<file path="src/rtl/shift_unit.sv">
// shift_unit: multi-cycle shifter (SLL/SRL/SRA, optional ROR) that moves the
// operand by at most STEP bit positions per clock.
// Optional feature macro: SHIFT_UNIT_ROTATE_EN enables op=11 as rotate-right;
// without it op=11 behaves as SRL and no rotate path is built.
module shift_unit #(
    parameter int WIDTH = 32,
    parameter int STEP  = 1
) (
    input  logic                     clk,
    input  logic                     rst,
    input  logic                     start,
    input  logic [1:0]               op,
    input  logic [WIDTH-1:0]         a,
    input  logic [$clog2(WIDTH)-1:0] shamt,
    output logic                     busy,
    output logic                     done,
    output logic [WIDTH-1:0]         result
);

    localparam int SW = $clog2(WIDTH);
    // One extra bit so STEP == WIDTH is representable.
    localparam logic [SW:0] STEP_V = (SW+1)'(STEP);

    localparam logic [1:0] OP_SLL = 2'b00;
    localparam logic [1:0] OP_SRA = 2'b10;
`ifdef SHIFT_UNIT_ROTATE_EN
    localparam logic [1:0] OP_ROR  = 2'b11;
    localparam logic [SW:0] WIDTH_V = (SW+1)'(WIDTH);
`endif

    typedef enum logic [1:0] {
        IDLE  = 2'd0,
        SHIFT = 2'd1,
        DONE  = 2'd2
    } state_t;

    state_t           state;
    state_t           state_nxt;
    logic [WIDTH-1:0] work_q;
    logic [SW-1:0]    remain_q;
    logic [1:0]       op_q;

    logic [SW:0]      remain_ext;
    logic [SW:0]      step_amt;
    logic [SW:0]      remain_left;
    logic [WIDTH-1:0] work_nxt;

    // One partial shift of n positions; SRA keeps the MSB, which still holds the
    // captured sign bit because every earlier partial shift preserved it.
    function automatic logic [WIDTH-1:0] shift_step(
        input logic [WIDTH-1:0] v,
        input logic [1:0]       o,
        input logic [SW:0]      n
    );
        logic [WIDTH-1:0] r;
        case (o)
            OP_SLL:  r = v << n;
            OP_SRA:  r = $unsigned($signed(v) >>> n);
`ifdef SHIFT_UNIT_ROTATE_EN
            OP_ROR:  r = (v >> n) | (v << (WIDTH_V - n));
`endif
            default: r = v >> n;
        endcase
        return r;
    endfunction

    // Per-cycle distance is min(STEP, remaining).
    assign remain_ext  = {1'b0, remain_q};
    assign step_amt    = (remain_ext > STEP_V) ? STEP_V : remain_ext;
    assign remain_left = remain_ext - step_amt;
    assign work_nxt    = shift_step(work_q, op_q, step_amt);

    // State register.
    always_ff @(posedge clk or negedge rst) begin
        if (!rst) begin
            state <= IDLE;
        end else begin
            state <= state_nxt;
        end
    end

    // Next-state and status outputs; busy/done decode straight from state.
    always_comb begin
        state_nxt = state;
        busy      = 1'b0;
        done      = 1'b0;
        case (state)
            IDLE: begin
                if (start) begin
                    state_nxt = (shamt != '0) ? SHIFT : DONE;
                end
            end
            SHIFT: begin
                busy = 1'b1;
                if (remain_left == '0) begin
                    state_nxt = DONE;
                end
            end
            DONE: begin
                busy      = 1'b1;
                done      = 1'b1;
                state_nxt = IDLE;
            end
            default: state_nxt = IDLE;
        endcase
    end

    // Capture on accept, step the working value, publish result entering DONE.
    always_ff @(posedge clk or negedge rst) begin
        if (!rst) begin
            work_q   <= '0;
            remain_q <= '0;
            op_q     <= '0;
            result   <= '0;
        end else begin
            case (state)
                IDLE: begin
                    if (start) begin
                        work_q   <= a;
                        remain_q <= shamt;
                        op_q     <= op;
                        if (shamt == '0) begin
                            result <= a;
                        end
                    end
                end
                SHIFT: begin
                    work_q   <= work_nxt;
                    remain_q <= remain_left[SW-1:0];
                    if (remain_left == '0) begin
                        result <= work_nxt;
                    end
                end
                default: begin
                end
            endcase
        end
    end

endmodule
</file>
<file path="config.mk">
export PLATFORM = sky130hd
export DESIGN_NAME = shift_unit
export DESIGN_NICKNAME = d
export VERILOG_FILES = /design/src/rtl/shift_unit.sv
export SDC_FILE = /design/constraint.sdc
export NUM_CORES = 1
export LEC_CHECK = 0
export CAP_MARGIN = 40
export CORE_ASPECT_RATIO = 1.75
export CORE_MARGIN = 5
export CORE_UTILIZATION = 25
export DETAILED_ROUTE_END_ITERATION = 12
export SLEW_MARGIN = 20
export SYNTH_ARGS = -nofsm -noshare
export SYNTH_HDL_FRONTEND = slang
export SYNTH_SLANG_ARGS = --single-unit
</file>
<file path="constraint.sdc">
create_clock -name clk -period 2.6 [get_ports clk]
set_input_delay 0.39 -clock clk [delete_from_list [all_inputs] [get_ports clk]]
set_output_delay 0.39 -clock clk [all_outputs]
set_load 0.005 [all_outputs]
</file>
==> impl_metrics.py, run 1 <==
metrics = {
    "cts": {
        "clockRootBuffer": "clkbuf_16",
        "post_cts_buffers": 0,
        "cts_tree": "built",
        "cts_sinks": 73,
        "clk_latency_ns": 0.33,
        "ctsHoldBuffers": 1,
        "cts_resized": 0,
        "htree_num_levels": 3,
        "cts_buffers": 9,
        "clk_pin_slew_ns": 0.06,
        "cts_buffer_depth": 2,
    },
    "global_routing": {
        "antenna_found_initial": 0,
        "met1_usage_pct": 15.3,
        "grt_max_degree": 53,
        "met2_usage_pct": 23.4,
        "overflow": 0,
        "grtUsageMet3_pct": 2.74,
        "grt_busiest_layer": "met2",
        "grt_pass1_vias": 3724,
        "gr-usage-all-layers_pct": 13.1,
        "grt_pass1_wl_um": 20300,
    },
    "logic_synthesis": {
        "yosysSeqAreaShare_pct": 43.4,
        "ys_warn_count": 0,
        "syn_inst": 394,
        "ys_seq_elements": 73,
        "syn_nets": 440,
        "synthFlopType": "dfrtp_1",
        "syn_area_um2": 4210,
        "synth-edff-count": 0,
        "synth_async_sr_flop_share_pct": 100,
        "syn_avg_cell_area_um2": 10.7,
        "ys_types": 39,
    },
    "die": {
        "die_y_um": 182,
        "core_area_um2": 16500,
        "start_util_pct": 25.5,
        "pin_count": 76,
        "die_w_um": 108,
        "die_area_um2": 19600,
        "rows": 62,
    },
    "sta": {
        "slew-limit-headroom_pct": 50.7,
        "fmax_ghz": 0.420,
        "skew_ns": 0.00469,
        "final-setup-viol-count": 0,
        "drv_slew": 0,
        "hold_violations": 0,
        "holdWs_ns": 0.511,
        "tns_ns": 0,
        "worst_pin_slew_ns": 0.740,
        "rsz0062_at_grt": "false",
        "final.min_clock_period_ns": 2.38,
        "period_share_pct": 91.7,
    },
    "run_status": {
        "status": "completed",
    },
    "power": {
        "p_total_mw": 7.72,
        "powerDensity_nw_per_um2": 1390,
        "worst_ir_drop_vdd_mv": 0.452,
        "p_leak_nw": 2.15,
    },
    "critical_path": {
        "cp_slowest_cell": "or4_4",
        "critPathMaxFanout": 22,
        "crit_family": "simple AND/OR/NAND/NOR gates",
        "path_cells": "inv_1 > ha_1 > nand2_1 > or4_4 > a21oi_4 > buf_12 > buf_12 > mux2i_1",
        "required_ns": 2.84,
        "critPathBufInv": 3,
        "critical_path_arrival_ns": 2.62,
        "slowest_delay_ns": 0.52,
        "crit_path_frequent_cell": "buf_12",
        "crit_path_end_kind": "flip-flop",
        "crit_path_start_kind": "flip-flop",
        "criticalPathCategory": "reg -> reg",
    },
    "placement": {
        "dp_hpwl_um": 8590,
        "finalWeightedCongestion": 0.786,
        "portBuffers": 75,
    },
    "drt": {
        "first_iter_violations": 191,
        "dr.pass1.iters": 5,
        "wirelength_um": 12600,
        "viasPerCell": 5.12,
        "wl_per_cell_um": 18.5,
        "vias": 3494,
        "antenna_left": 0,
        "drc": 0,
    },
    "cells_and_area": {
        "antenna_cells": 0,
        "drive_above_1_share_pct": 16.1,
        "n_fill_cell": 1679,
        "final_nets": 500,
        "syn_to_final_growth_pct": 32.1,
        "fin_util_pct": 33.6,
    },
    "run": {
        "drv_cap": 0,
    },
    "worst_hold_path": {
        "worstHoldPathType": "reg -> reg",
    },
}
==> power by group <==
group / total, mW / switching, mW / internal [mW]
combinational: 4.11 / 2.00 / 2.11
clock: 1.34 / 0.462 / 0.875
sequential: 2.27 / 0.536 / 1.74
==> cells by family (layout without fill, tap and decap cells) <==
kind of cell | count (synthesis) | in the layout | share of synthesized area (%)
and+or+nand+nor | 41 | 41 | 4.58
buffers and inverters | 62 | 127 | 6.49
adders and majority gates | 4 | 4 | 1.19
DFF | 73 | 73 | 43.4
AOI/OAI and AO/OA | 161 | 161 | 29.2
muxes | 53 | 53 | 15.1
==> per-stage QoR <==
step / instances / area [µm²] / setup WS [ns]
5_1_grt: 683 / 5550 / 0.100
6_report: 683 / 5550 / 0.217
3_3_place_gp: 665 / 5190 / 0.0492
4_1_cts: 683 / 5550 / 0.196
3_5_place_dp: 666 / 5220 / 0.0305
2_1_floorplan: 394 / 4210 / 0.293
==> routing by layer <==
| layer | up-vias | routed length [µm] |
|---|---|---|
| met5 | - | 0 |
| met4 | 0 | 204 |
| met2 | 108 | 6870 |
| met1 | 1743 | 4980 |
| li1 | 1632 | - |
| met3 | 11 | 570 |
==> worst paths after layout <==
check	start	endpoint	slack, ns	depth (start not counted)
hold / removal	result[15]$_DFFE_PN0P_	result[15]$_DFFE_PN0P_	0.51	1
max in group asynchronous	rst	remain_q[1]$_DFFE_PN0P_	1.50	3
hold reg to reg	result[15]$_DFFE_PN0P_	result[15]$_DFFE_PN0P_	0.51	1
setup reg to reg	state[0]$_DFFE_PN0P_	result[13]$_DFFE_PN0P_	0.22	8
min in group asynchronous	rst	result[25]$_DFFE_PN0P_	0.53	2
setup / recovery	state[0]$_DFFE_PN0P_	result[13]$_DFFE_PN0P_	0.22	8
==> cell usage after synthesis (all sizes together), types with 2 or more instances <==
| library cell | instances | area share [%] |
|---|---|---|
| mux2i | 16 | 3.8 |
| a21o | 2 | 0.36 |
| o22ai | 3 | 0.45 |
| dfrtp | 73 | 43 |
| a31oi | 4 | 0.59 |
| buf | 4 | 1.3 |
| mux2 | 37 | 11 |
| a221oi | 30 | 6.2 |
| nor2 | 20 | 1.8 |
| o21a | 31 | 5.5 |
| or3 | 2 | 0.30 |
| o2bb2ai | 17 | 3.5 |
| clkbuf | 38 | 3.4 |
| nand3 | 2 | 0.24 |
| inv | 19 | 1.7 |
| a2bb2oi | 14 | 2.9 |
| o21ai | 6 | 0.71 |
| ha | 4 | 1.2 |
| o31ai | 31 | 5.5 |
| a21oi | 19 | 2.5 |
| nand2 | 8 | 0.71 |
==> layout make-up <==
cell class	count	area, µm²	share of cell area, %
clock buffer	15	298	5.36
clock inverter	1	30.0	0.541
inverter	20	75.1	1.35
multi-input combinational	259	2120	38.1
sequential	73	1830	32.9
tap	224	280	5.05
timing repair buffer	91	928	16.7
==> cells in the final DEF (no fill, tap or decap), types with 2 or more instances in the layout <==
master	synthesis	final
clkdlybuf4s50_1	0	74
dfrtp_1	73	73
o31ai_1	31	31
o21a_1	31	31
a221oi_1	30	30
mux2_2	22	22
inv_1	19	19
nor2_1	20	18
a21oi_1	18	18
o2bb2ai_1	17	17
mux2i_1	16	16
mux2_4	15	15
a2bb2oi_1	14	14
buf_4	0	12
clkbuf_16	0	9
nand2_1	8	8
o21ai_0	6	6
clkbuf_8	0	5
a31oi_1	4	4
ha_1	4	4
o22ai_1	3	3
buf_12	2	3
nor2_2	0	2
a21o_1	2	2
or3_1	2	2
nand3_1	2	2
==> registers in the layout, indices dropped and copies added, names as in the netlist <==
signal    cells
remain_q      5
work_q       32
state         2
op_q          2
result       32
No activity file was read; power rests on OpenSTA's default activity.
==> run 2: changes to the inputs <==
Settings changed: GPL_ROUTABILITY_DRIVEN set to 0, SKIP_CTS_REPAIR_TIMING set to 1.
==> run 2 against run 1 <==
  * The run now ends with negative hold slack left
  * Largest power group unchanged
  * Cell area fell by 0.18%
  * Non-clock buffer count fell by 1
  * Critical endpoint unchanged
  * Register-to-register slack barely moved
  * First-iteration DRC count rose by 0.52%
  * Worst hold slack got worse by 0.52 ns
  * Total power barely moved
  * Critical path depth did not move
==> impl_metrics.py, run 2 (same netlist as run 1, synthesis figures left out) <==
metrics = {
    "cells_and_area": {
        "layout_common_cells": "clkdlybuf4s50_1, dfrtp_1, o31ai_1, o21a_1, a221oi_1",
        "final_nets": 499,
        "syn_to_final_growth_pct": 31.8,
        "layout_commonest_cell": "clkdlybuf4s50_1",
        "reg_top3": "result (32), work_q (32), remain_q (5)",
        "drive_above_1_share_pct": 16.2,
        "n_fill_cell": 1677,
        "instances_no_fill": 682,
        "fin_util_pct": 33.6,
        "antenna_cells": 0,
    },
    "sta": {
        "drv_slew": 0,
        "rsz0062_at_grt": "false",
        "fmax_ghz": 0.420,
        "holdWs_ns": -0.0132,
        "worst_pin_slew_ns": 0.772,
        "final.min_clock_period_ns": 2.38,
        "slew-limit-headroom_pct": 48.6,
        "skew_ns": 0.00514,
        "hold_violations": 27,
        "final-setup-viol-count": 0,
        "period_share_pct": 91.6,
        "tns_ns": 0,
    },
    "critical_path": {
        "criticalPathCategory": "reg -> reg",
        "crit_path_start_kind": "flip-flop",
        "rr_endpoint": "result[13]$_DFFE_PN0P_",
        "crit_path_end_kind": "flip-flop",
        "critical_path_arrival_ns": 2.62,
        "critPathMaxFanout": 22,
        "rrSetupSlack_ns": 0.22,
        "required_ns": 2.84,
        "worstRegToRegCells": 8,
        "reg2reg_from": "state[0]$_DFFE_PN0P_",
    },
    "drt": {
        "drc": 0,
        "dr.pass1.iters": 5,
        "antenna_left": 0,
        "wl_per_cell_um": 18.5,
        "wirelength_um": 12600,
        "vias": 3524,
        "first_iter_violations": 192,
        "viasPerCell": 5.17,
    },
    "cts": {
        "clk_pin_slew_ns": 0.06,
        "clockRootBuffer": "clkbuf_16",
        "cts_buffer_depth": 2,
        "htree_num_levels": 3,
        "cts_buffers": 9,
        "cts_sinks": 73,
        "clk_latency_ns": 0.33,
        "cts_tree": "built",
    },
    "global_routing": {
        "grt_pass1_wl_um": 20300,
        "grt_max_degree": 53,
        "grt_pass1_vias": 3718,
        "overflow": 0,
        "antenna_found_initial": 0,
        "gr-usage-all-layers_pct": 13.1,
    },
    "die": {
        "die_y_um": 182,
        "rows": 62,
        "core_area_um2": 16500,
        "die_w_um": 108,
        "pin_count": 76,
        "start_util_pct": 25.5,
        "die_area_um2": 19600,
    },
    "power": {
        "powerDensity_nw_per_um2": 1390,
        "worst_ir_drop_vdd_mv": 0.448,
        "p_total_mw": 7.72,
        "power.share.switching_pct": 38.8,
        "clock_power_share_pct": 17.3,
        "seq_power_share_pct": 29.5,
        "power.switching_mw": 3.00,
        "internal-power_mw": 4.72,
        "combinationalPowerShare_pct": 53.2,
        "p_leak_nw": 2.14,
    },
    "run": {
        "drv_cap": 0,
    },
    "run_status": {
        "violations": "negative hold slack",
        "status": "complete, but fails checks",
    },
    "worst_hold_path": {
        "worstHoldPathType": "in -> async",
    },
    "placement": {
        "portBuffers": 75,
        "dp_hpwl_um": 8590,
        "placed_cells": 666,
    },
}
## run 2: cell types whose count changed in the layout (fill, tap and decap cells not counted)
cell / delta
dlygate4sd3_1: -1
## run 2: routing by layer
layer,global-route usage (%),vias up,part of all wire (%)
met5,0,-,0
met4,4.50,0,1.6
met3,2.74,9,4.0
met2,23.4,92,55
met1,15.3,1793,39
li1,-,1630,-
## run 2: per-stage QoR
step           setup WS (ns)  area [µm²]
2_1_floorplan          0.293        4210
3_3_place_gp          0.0492        5190
3_5_place_dp          0.0305        5220
4_1_cts                0.196        5540
5_1_grt                0.100        5540
6_report               0.218        5540
## run 2: final cells by class
cell class              count  area (µm²)  share of cell area [%]
multi-input cells         259        2120                    38.2
flip-flops and latches     73        1830                    32.9
repair buffers             90         918                    16.6
clock buffers              15         298                    5.37
well taps                 224         280                    5.06
inverters                  20        75.1                    1.35
clock inverters             1        30.0                   0.542
## run 2: worst max-delay path, cell delays in order (launching register included)
cell and delay (ns):
dfrtp_1 0.41, inv_1 0.11, ha_1 0.27, nand2_1 0.15, or4_4 0.52, a21oi_4 0.18, buf_12 0.22, buf_12 0.18
mux2i_1 0.23
## run 2: how the worst max path moves through the flow
stage	start	to
finish	state[0]$_DFFE_PN0P_	result[13]$_DFFE_PN0P_
global route	state[0]$_DFFE_PN0P_	result[13]$_DFFE_PN0P_
CTS	state[0]$_DFFE_PN0P_	result[13]$_DFFE_PN0P_
detailed placement	shamt[4]	result[26]$_DFFE_PN0P_
global placement	shamt[4]	result[26]$_DFFE_PN0P_
floorplan	remain_q[3]$_DFFE_PN0P_	result[15]$_DFFE_PN0P_
## run 2: power groups by stage
stage	clock network (mW)	logic [mW]	registers, mW
after CTS	1.38	4.15	2.27
after global placement	0	4.05	2.27
after global routing	1.43	4.50	2.36
after detailed placement	0	4.13	2.28
after floorplan	0	2.78	2.14
final	1.34	4.11	2.28
